File: src/rtl/button_debounce_array.sv
// Per-channel push-button conditioner: synchronizer, debounce, edge pulses,
// and a hold FSM producing long-press and auto-repeat pulses.
module button_debounce_array #(
  parameter int N_BTN           = 4,
  parameter int DEBOUNCE_CYCLES = 1_000_000,
  parameter int LONG_CYCLES     = 100_000_000,
  parameter int REPEAT_CYCLES   = 20_000_000
) (
  input  logic             clk,
  input  logic             reset_p,
  input  logic [N_BTN-1:0] btn,
  output logic [N_BTN-1:0] btn_level,
  output logic [N_BTN-1:0] btn_pedge,
  output logic [N_BTN-1:0] btn_nedge,
  output logic [N_BTN-1:0] btn_long,
  output logic [N_BTN-1:0] btn_repeat
);

  localparam int HMAX = (LONG_CYCLES > REPEAT_CYCLES) ?
                        LONG_CYCLES : REPEAT_CYCLES;
  localparam int DW = $clog2(DEBOUNCE_CYCLES + 1);
  localparam int HW = $clog2(HMAX + 1);

  typedef enum logic [1:0] {
    IDLE = 2'd0,
    HELD = 2'd1,
    LONG = 2'd2
  } state_t;

  for (genvar i = 0; i < N_BTN; i++) begin : g_ch
    logic [1:0]    sync;
    logic [DW-1:0] dcnt;
    logic [HW-1:0] hcnt;
    logic [HW-1:0] hcnt_nx;
    logic [HW-1:0] hinc;
    logic          level;
    logic          pedge;
    logic          nedge;
    logic          long_q;
    logic          rep_q;
    logic          long_nx;
    logic          rep_nx;
    logic          differ;
    logic          flip;
    logic          rise;
    logic          fall;
    state_t        st;
    state_t        st_nx;

    // Level flips on the differing clock after the counter holds the limit.
    assign differ = sync[1] ^ level;
    assign flip   = differ && (dcnt == DW'(DEBOUNCE_CYCLES));
    assign rise   = flip && !level;
    assign fall   = flip && level;
    assign hinc   = hcnt + HW'(1);

    always_ff @(posedge clk or posedge reset_p) begin
      if (reset_p) begin
        sync   <= '0;
        dcnt   <= '0;
        level  <= 1'b0;
        pedge  <= 1'b0;
        nedge  <= 1'b0;
        long_q <= 1'b0;
        rep_q  <= 1'b0;
        hcnt   <= '0;
        st     <= IDLE;
      end else begin
        sync   <= {sync[0], btn[i]};
        dcnt   <= (!differ || flip) ? '0 : dcnt + DW'(1);
        level  <= level ^ flip;
        pedge  <= rise;
        nedge  <= fall;
        long_q <= long_nx;
        rep_q  <= rep_nx;
        hcnt   <= hcnt_nx;
        st     <= st_nx;
      end
    end

    always_comb begin
      st_nx   = st;
      hcnt_nx = hcnt;
      long_nx = 1'b0;
      rep_nx  = 1'b0;
      if (fall) begin
        st_nx   = IDLE;
        hcnt_nx = '0;
      end else begin
        case (st)
          IDLE: begin
            if (rise) begin
              st_nx   = HELD;
              hcnt_nx = '0;
            end
          end
          HELD: begin
            if (hinc == HW'(LONG_CYCLES)) begin
              long_nx = 1'b1;
              st_nx   = LONG;
              hcnt_nx = '0;
            end else begin
              hcnt_nx = hinc;
            end
          end
          LONG: begin
            if (hinc == HW'(REPEAT_CYCLES)) begin
              rep_nx  = 1'b1;
              hcnt_nx = '0;
            end else begin
              hcnt_nx = hinc;
            end
          end
          default: begin
            st_nx   = IDLE;
            hcnt_nx = '0;
          end
        endcase
      end
    end

    assign btn_level[i]  = level;
    assign btn_pedge[i]  = pedge;
    assign btn_nedge[i]  = nedge;
    assign btn_long[i]   = long_q;
    assign btn_repeat[i] = rep_q;
  end

endmodule

File: config.mk
export PLATFORM = sky130hd
export DESIGN_NAME = button_debounce_array
export DESIGN_NICKNAME = d
export VERILOG_FILES = /design/src/rtl/button_debounce_array.sv
export SDC_FILE = /design/constraint.sdc
export NUM_CORES = 1
export LEC_CHECK = 0
export CORE_ASPECT_RATIO = 1.2
export CORE_MARGIN = 4
export CORE_UTILIZATION = 57
export DETAILED_ROUTE_END_ITERATION = 16
export GPL_ROUTABILITY_DRIVEN = 0
export PLACE_DENSITY = 0.77
export SETUP_SLACK_MARGIN = 0.5
export SLEW_MARGIN = 25
export SYNTH_ARGS = -nofsm -noshare
export SYNTH_HDL_FRONTEND = slang
export SYNTH_SLANG_ARGS = --single-unit
File: constraint.sdc
create_clock -name clk -period 7.15 [get_ports clk]
set_input_delay 1.0725 -clock clk [delete_from_list [all_inputs] [get_ports clk]]
set_output_delay 1.0725 -clock clk [all_outputs]
set_load 0.05 [all_outputs]
# Word level (Yosys, flattened, before mapping)
# Index checks and enable logic that the tools add are counted.
# totals
regBits,224
elab_cells,180
in_bits,6
out_inout_bits,20
# classes
n_reduce_logical,32
n_bitwise,8
eq_ne,32
n_mux,64
add_sub_neg,8
# op_table
op,count
$mux 27,16
$pmux 27 s3,4
$add 27x1->27 const B,4
$eq 27x25->1 const B,4
$eq 27x27->1 const B,4
$add 20x1->20 const B,4
$eq 20x20->1 const B,4
$mux 20,4
$mux 1,24
$mux 2,12
$ne 3x3->1 const B,8
$pmux 2 s3,4
$logic_and 1x1->1,12
$reduce_and 3->1,4
$eq 2x1->1 const B,4
$eq 2x2->1 const B,4
$logic_not 1->1,8
$logic_not 2->1,4
$ne 2x2->1 const B,4
$xor 1x1->1,8
$logic_or 1x1->1,4

# Logic depth before layout (Yosys ltp)
# Gate-level depths: netlist of run 1.
# logic_depth
depth_word,6
depth_mapped,13
ltp_nobuf,10

# Least setup slack after synthesis of run 1
# OpenSTA, ideal clock, no wires.
# synth_path
path_kind,reg-to-reg
startpoint,reg g_ch[3].hcnt[0]
endpoint,reg g_ch[3].hcnt[4]
setup_time_ns,0.142
n_path_buf,2
synth_period_minus_slack_ns,3.275
required_ns,7.008
arrival_time_ns,3.133
path_slack_ns,3.875
stages_incl_launch_ff,13
path_cell_list,dfrtp_1 -> ha_1 -> nand4_2 -> or4_4 -> nor3_2 -> o2111ai_1 -> or4_4 -> o31ai_4 -> a21oi_2 -> buf_6 -> buf_2 -> a21oi_1 -> a31oi_1
# synth_via
elab_chain_cells,5
elab_cells_between_ends,7
cone_classes,add/sub: 1; eq/ne: 2; mux: 4
# synth_lines
element,line_no,rtl
from (decl),33,logic [HW-1:0] hcnt;
from (signal assigned),76,hcnt <= hcnt_nx;
$add 27x1->27 (*),55,assign hinc = hcnt + HW'(1);
$eq 27x25->1 / $eq 27x27->1 (equally long branches),"107, 98",
$mux 27 (on tied branches),"107, 98",
$pmux 27 s3 (*),90,case (st)
$mux 27 (*),86,if (fall) begin
# Every way passes the cells marked *; elsewhere a longest branch is shown, timed or not.
# A chain may end at the register's enable or synchronous reset.

# Worst setup path in the final report of run 1
# layout_path
startpoint,reg g_ch[0].hcnt[1]
endpoint,reg g_ch[0].hcnt[12]
# layout_via
elab_chain_cells,5
elab_cells_between_ends,7
cone_classes,add/sub: 1; eq/ne: 2; mux: 4
# layout_lines
element,line_no
from (decl),33
from (signal assigned),76
$add 27x1->27 (*),55
$eq 27x25->1 / $eq 27x27->1 (equally long branches),"107, 98"
$mux 27 (on tied branches),"107, 98"
$pmux 27 s3 (*),90
$mux 27 (*),86
# Marked as above.

==> out/metrics.cfg, run 1 <==
[status]
outcome=finished clean

[synthesis]
yosysWarnings=0
synthCells=1510
synth_ff_type=dfrtp_1
avgSynthCellArea_um2=8.90
synth_fp_nets=1540
synth-edff-count=0
synthDistinctLibCells=83
netlist_area_um2=13400
ys_seq_elements=224
synthArstFlopShare_pct=100
seq_area_frac_synth_pct=41.7

[timing]
tns_ns=0
setup_violations=0
fin_crit_ns=4.16
hold_viol=0
drv_slew=0
post-route-period-util_pct=58.2
skew_ns=0.0202
rsz0062_at_grt=no
tightest_slew_ns=0.969
max_freq_mhz=240
worst_slew_margin_rel_pct=34.8

[route]
wirelength_um=28500
firstDrtPassIters=5
drcViolationCount=0
ant_nets=0
vias_per_cell=6.15
vias=11093
wl_per_cell_um=15.8
drtIter0Drc=761

[setup_path]
cp-end-kind=register
critical_path_required_ns=7.58
worstSetupPathType=reg2reg
cp.arrival_ns=4.59
cp-start-kind=register
cp_max_fo=28
path_cells=ha_1 -> nand3_1 -> or4_4 -> and4_1 -> a211oi_1 -> a31oi_1 -> a31o_2 -> a211oi_4 -> buf_4 -> or2b_1 -> a31oi_1
cp_slowest_cell=or4_4
crit_top_cell=a31oi_1
crit_path_max_incr_delay_ns=0.71

[placement]
port_buffers=25
dp_hpwl_um=19500
dp.cells=1762

[clock_network]
cts_made_buffers=24
clkLatencyLatePin_ns=0.52
cts_resized=0
clk_pin_slew_ns=0.06
cts-root-buf=clkbuf_16
clock_path_buffers=3
h-tree-depth=1
cts_tree=yes
postCtsHoldBufs=0
cts.sinks=224
post_cts_buffers=0

[power]
p_leak_nw=5.74
cellPowerDensity_nw_per_um2=178
ir_drop_v=0.000181

[layout]
diodes=0
drive_gt1_share_pct=6.45
final_cells=1803
syn_to_final_growth_pct=7.18
nets=1503

[global_routing]
grtUsageTotal_pct=21.9
grt_pass1_wl_um=49700
overflow=0
grt_pass1_vias=10700
grt_max_degree=133
antenna_found_initial=0

[die]
io_pins=26
fp.dieH_um=176
dieArea_um2=26100
core_area_um2=23200
num_rows=61
die_w_um=148
start_util_pct=57.9

[min_path]
hold_class=reg2reg

[flow_run]
cap_violations=0

final timing paths:
path	from	to	slack, ns	cells past startpoint
setup / recovery	g_ch[0].hcnt[1]	g_ch[0].hcnt[12]	2.99	11
hold / removal	g_ch[3].sync[0]	g_ch[3].sync[1]	0.35	0
setup reg to reg	g_ch[0].hcnt[1]	g_ch[0].hcnt[12]	2.99	11
hold reg to reg	g_ch[3].sync[0]	g_ch[3].sync[1]	0.35	0
max in group asynchronous	reset_p	g_ch[0].dcnt[18]	4.93	3
min in group asynchronous	reset_p	g_ch[3].hcnt[4]	1.00	2
cells in the final DEF, fill, tap and decap left out, types with 38 or more instances in the layout:
cell / netlist / final
dfrtp_1: 224 / 224
nor2_1: 140 / 140
nand2_1: 127 / 127
nand3_1: 103 / 103
a21oi_1: 74 / 74
a31oi_1: 68 / 68
o21ai_0: 66 / 65
xor2_1: 62 / 62
inv_1: 61 / 60
nand4_1: 53 / 53
xnor2_1: 53 / 53
and3_1: 38 / 38
registers in the layout, indices dropped and copies added, names as in the netlist, named ones only:
| signal | cells |
|---|---|
| g_ch.hcnt | 108 |
| g_ch.dcnt | 80 |
| g_ch.st | 8 |
| g_ch.sync | 8 |
| g_ch.long_q | 4 |
| g_ch.nedge | 4 |
| g_ch.pedge | 4 |
| g_ch.rep_q | 4 |
kinds of logic (layout without fill, tap and decap cells):
logic type / Yosys count / after routing / synth area share [%]
flip-flops: 224 / 224 / 41.7
XOR/XNOR: 115 / 115 / 7.49
multiplexers: 11 / 11 / 0.884
buffers and inverters: 159 / 137 / 5.86
adder cells (fa/ha/maj): 24 / 24 / 2.23
AO/OA/AOI/OAI: 319 / 319 / 15.4
AND/OR/NAND/NOR: 658 / 658 / 26.4
final cells by class:
class,instances,area (um2)
fill,2034,8790
multi-input combinational,1127,7060
sequential,224,5610
clock buffer,30,664
tap,315,394
timing repair buffer,35,338
inverter,61,233
clock inverter,11,111
power by group:
part           total (W)  leakage [nW]  switching (W)  internal, W
clock network    0.00122         0.386       0.000495     0.000727
registers        0.00129          3.10     0.00000991      0.00128
logic          0.0000528          2.25      0.0000397    0.0000131
total            0.00256          5.74       0.000545      0.00202
cell usage after synthesis, drive strengths merged (19+ instances only):
cell type	n	area [um2]
dfrtp	224	5610
nor2	140	526
nand2	128	483
nand3	106	546
a21oi	76	388
a31oi	68	425
o21ai	68	340
buf	65	434
xor2	62	543
inv	61	229
nand4	59	424
xnor2	53	464
and3	38	238
nor3	38	195
clkbuf	33	125
nor4	33	259
ha	24	300
or3	19	119
metal layers:
metal  up-vias  part of all wire (%)  track usage, %
met5         -                     0               0
met4         0                   2.3            7.20
met3        66                   4.4            2.59
met2       265                    49            36.9
met1      5367                    44            29.8
li1       5395                     -               -
worst max-delay path: cells and delay by family (launching register included):
kind / cells / cell delay (ns)
compound gates: 5 / 1.36
flops: 1 / 0.45
simple gates: 4 / 1.57
fa+ha+maj: 1 / 0.28
buf+inv: 1 / 0.40
per-stage QoR:
step	worst slack (ns)	hold slack, ns	total power (W)	cell area, um2	utilization (%)
floorplan	3.15	0.331	0.00134	13400	-
finish	2.99	0.348	0.00256	14400	62.1
CTS	3.02	0.351	0.00260	14400	62.1
global placement	3.11	0.333	0.00136	13600	58.8
global route	2.56	0.354	0.00266	14400	62.1
detailed placement	3.05	0.336	0.00136	13600	58.8
Power figures use the tool's default switching activity.
==> run 2, diff against run 1 <==
Clock period 7.15 ns to 3.5 ns, I/O delays scaled along.
==> run 2 against run 1 <==
Worst hold slack got worse by 0.0012 ns. Die area did not move. Wire length rose by 37%. Critical endpoint is now g_ch[1].hcnt[10]. First-iteration DRC count rose by 62%. Setup slack got worse by 2.8 ns.
==> out/metrics.cfg, run 2 (synthesized netlist as in run 1, its figures left out) <==
[die]
dieArea_um2=26100  ; unchanged
num_rows=61  ; unchanged
start_util_pct=57.9  ; unchanged
core_area_um2=23200  ; unchanged
io_pins=26  ; unchanged
fp.dieH_um=176  ; unchanged
die_w_um=148  ; unchanged

[min_path]
hold_class=reg2reg
holdPathStages=0  ; unchanged
min_from=g_ch[2].sync[0]
min_to=g_ch[2].sync[1]

[setup_path]
cp.arrival_ns=3.74  ; -0.85 ns
r2r_cells=12  ; +1
cp-end-kind=register
crit_top_cell=a21oi_1
path_cells=ha_4 -> nand2_1 -> or4_1 -> o21ai_0 -> a21oi_1 -> or4_4 -> o31ai_4 -> a211oi_4 -> buf_4 -> clkbuf_16 -> a21oi_1 -> a31oi_1
crit-reg2reg-capture=g_ch[1].hcnt[10]
critical_path_required_ns=3.89  ; -3.69 ns
crit_path_max_incr_delay_ns=0.60  ; -0.11 ns
worstSetupStartpoint=g_ch[1].hcnt[0]
worstSetupPathType=reg2reg
r2r-start=g_ch[1].hcnt[0]
cp_max_fo=5  ; -82%
cp-start-kind=register
cp_slowest_cell=or4_4
r2r_slack_ns=0.15  ; -2.84 ns

[layout]
top_register=g_ch.hcnt
nets=1698  ; +13%
layout_commonest_cell=dfrtp_1
top_regs=g_ch.hcnt x108, g_ch.dcnt x80
diodes=0  ; unchanged
multi_input_area_um2=8360  ; +18%
drive_gt1_share_pct=30.5  ; +24 points
final_area_um2=17800  ; +24%
layout_common_cells=dfrtp_1, buf_4, nor2_1
final.fill_count=1491  ; -27%
syn_to_final_growth_pct=32.4
register_area_um2=5660  ; +0.89%
largest_reg_flops=108  ; unchanged

[route]
wl_per_cell_um=19.5  ; +23%
vias_per_cell=6.47  ; +5.2%
drtIter0Drc=1231  ; +62%
firstDrtPassIters=5  ; unchanged
vias=12955  ; +17%
drcViolationCount=0  ; unchanged
ant_nets=0  ; unchanged
wirelength_um=39100  ; +37%

[global_routing]
grt_max_degree=74  ; -44%
grtUsageTotal_pct=26.0  ; +4.1 points
grt_pass1_wl_um=58100  ; +17%
antenna_found_initial=0  ; unchanged
grt_pass1_vias=12300  ; +15%
overflow=0  ; unchanged

[placement]
dp_hpwl_um=20700  ; +6.0%
place_area_um2=14300  ; +4.6%
port_buffers=25  ; unchanged

[timing]
drv_slew=0  ; unchanged
worst_slew_margin_rel_pct=32.1  ; -2.7 points
max_freq_mhz=298  ; +24%
rsz0062_at_grt=yes
hold_viol=0  ; unchanged
post-route-period-util_pct=95.8  ; +38 points
fin_crit_ns=3.35  ; -0.811 ns
skew_ns=0.0117  ; -0.00843 ns
tightest_slew_ns=1.02  ; +0.0472 ns
setup_violations=0  ; unchanged

[clock_network]
cts.sinks=224  ; unchanged
cts_tree=yes
postCtsHoldBufs=0  ; unchanged
clkLatencyLatePin_ns=0.53  ; about the same
clock_path_buffers=3  ; unchanged
cts_made_buffers=25  ; +4.2%
h-tree-depth=1  ; unchanged
cts-root-buf=clkbuf_16
clk_pin_slew_ns=0.06  ; about the same

[power]
power_w=0.00571  ; +120%
cellPowerDensity_nw_per_um2=321  ; +81%
ir_drop_v=0.000447  ; +150%
p_leak_nw=7.23  ; +26%

[status]
outcome=finished clean

[flow_run]
cap_violations=0  ; unchanged

## run 2: cell count changes in the layout (fill, tap and decap cells not counted), sizes merged
cell      before  now
buf           10  193
bufinv         2    6
clkbuf        30   38
a211oi        11   14
clkinvlp       2    6
clkinv         8    4
## run 2: what timing repair did
item / 4_1_cts / 5_1_grt
hold endpoints to repair: 0 / 0
resized for setup: 155 / 183
gates cloned: 10 / 11
setup buffers: 59 / 49
pin swaps: 56 / 98
endpoints found under the setup margin: 111 / 112
## run 2: routing by layer
metal,GRT usage (%),part of all wire [%]
met2,45.4,50
met5,0,0
met4,9.97,4.8
met3,3.39,6.7
met1,33.0,38
## run 2: worst max path at each step
stage | to | slack (ns) | depth (start not counted)
global route | g_ch[1].hcnt[24] | 0.02 | 13
global placement | g_ch[0].hcnt[2] | 0.08 | 11
finish | g_ch[1].hcnt[10] | 0.15 | 12
floorplan | asynchronous set/reset pin | 0.05 | 1
CTS | g_ch[0].hcnt[8] | 0.39 | 12
detailed placement | g_ch[0].hcnt[19] | -0.02 | 11
## run 2: cell type report
type	instances	area share [%]
Timing Repair Buffer	226	12.5
Clock inverter	15	1.34
Clock buffer	30	3.90
Multi-Input combinational cell	1130	46.9
Sequential cell	224	31.8
Tap cell	315	2.21
Inverter	61	1.34
## run 2: per-stage QoR
| stage | setup slack (ns) | TNS [ns] | util [%] | hold slack (ns) | std cells |
|---|---|---|---|---|---|
| detailed placement | -0.0238 | -0.0516 | 61.5 | 0.336 | 1827 |
| global placement | 0.0777 | 0 | 61.5 | 0.333 | 1827 |
| CTS | 0.388 | 0 | 70.8 | 0.350 | 1941 |
| floorplan | 0.0510 | 0 | - | 0.331 | 1510 |
| finish | 0.147 | 0 | 76.7 | 0.346 | 2001 |
| global route | 0.0169 | 0 | 76.7 | 0.360 | 2001 |
## run 2: critical path: cells and delay by family (launching register included)
family / cells / cell delay, ns
simple gates: 3 / 1.33
compound gates: 6 / 0.96
flops: 1 / 0.41
buf+inv: 2 / 0.34
fa+ha+maj: 1 / 0.16
## run 2: power breakdown
| group | switching (W) | leakage, nW | total, W | internal [W] |
|---|---|---|---|---|
| combinational | 0.0000851 | 3.74 | 0.000116 | 0.0000312 |
| sequential | 0.0000211 | 3.04 | 0.00263 | 0.00260 |
| clock | 0.00112 | 0.450 | 0.00297 | 0.00185 |
| total | 0.00122 | 7.23 | 0.00571 | 0.00449 |
==> run 3, diff against run 2 <==
Settings changed: HOLD_SLACK_MARGIN set to 0.12, SKIP_LAST_GASP set to 1.
==> results of run 3 <==
Same layout as run 2: the final DEF is identical, and so are final timing and power.
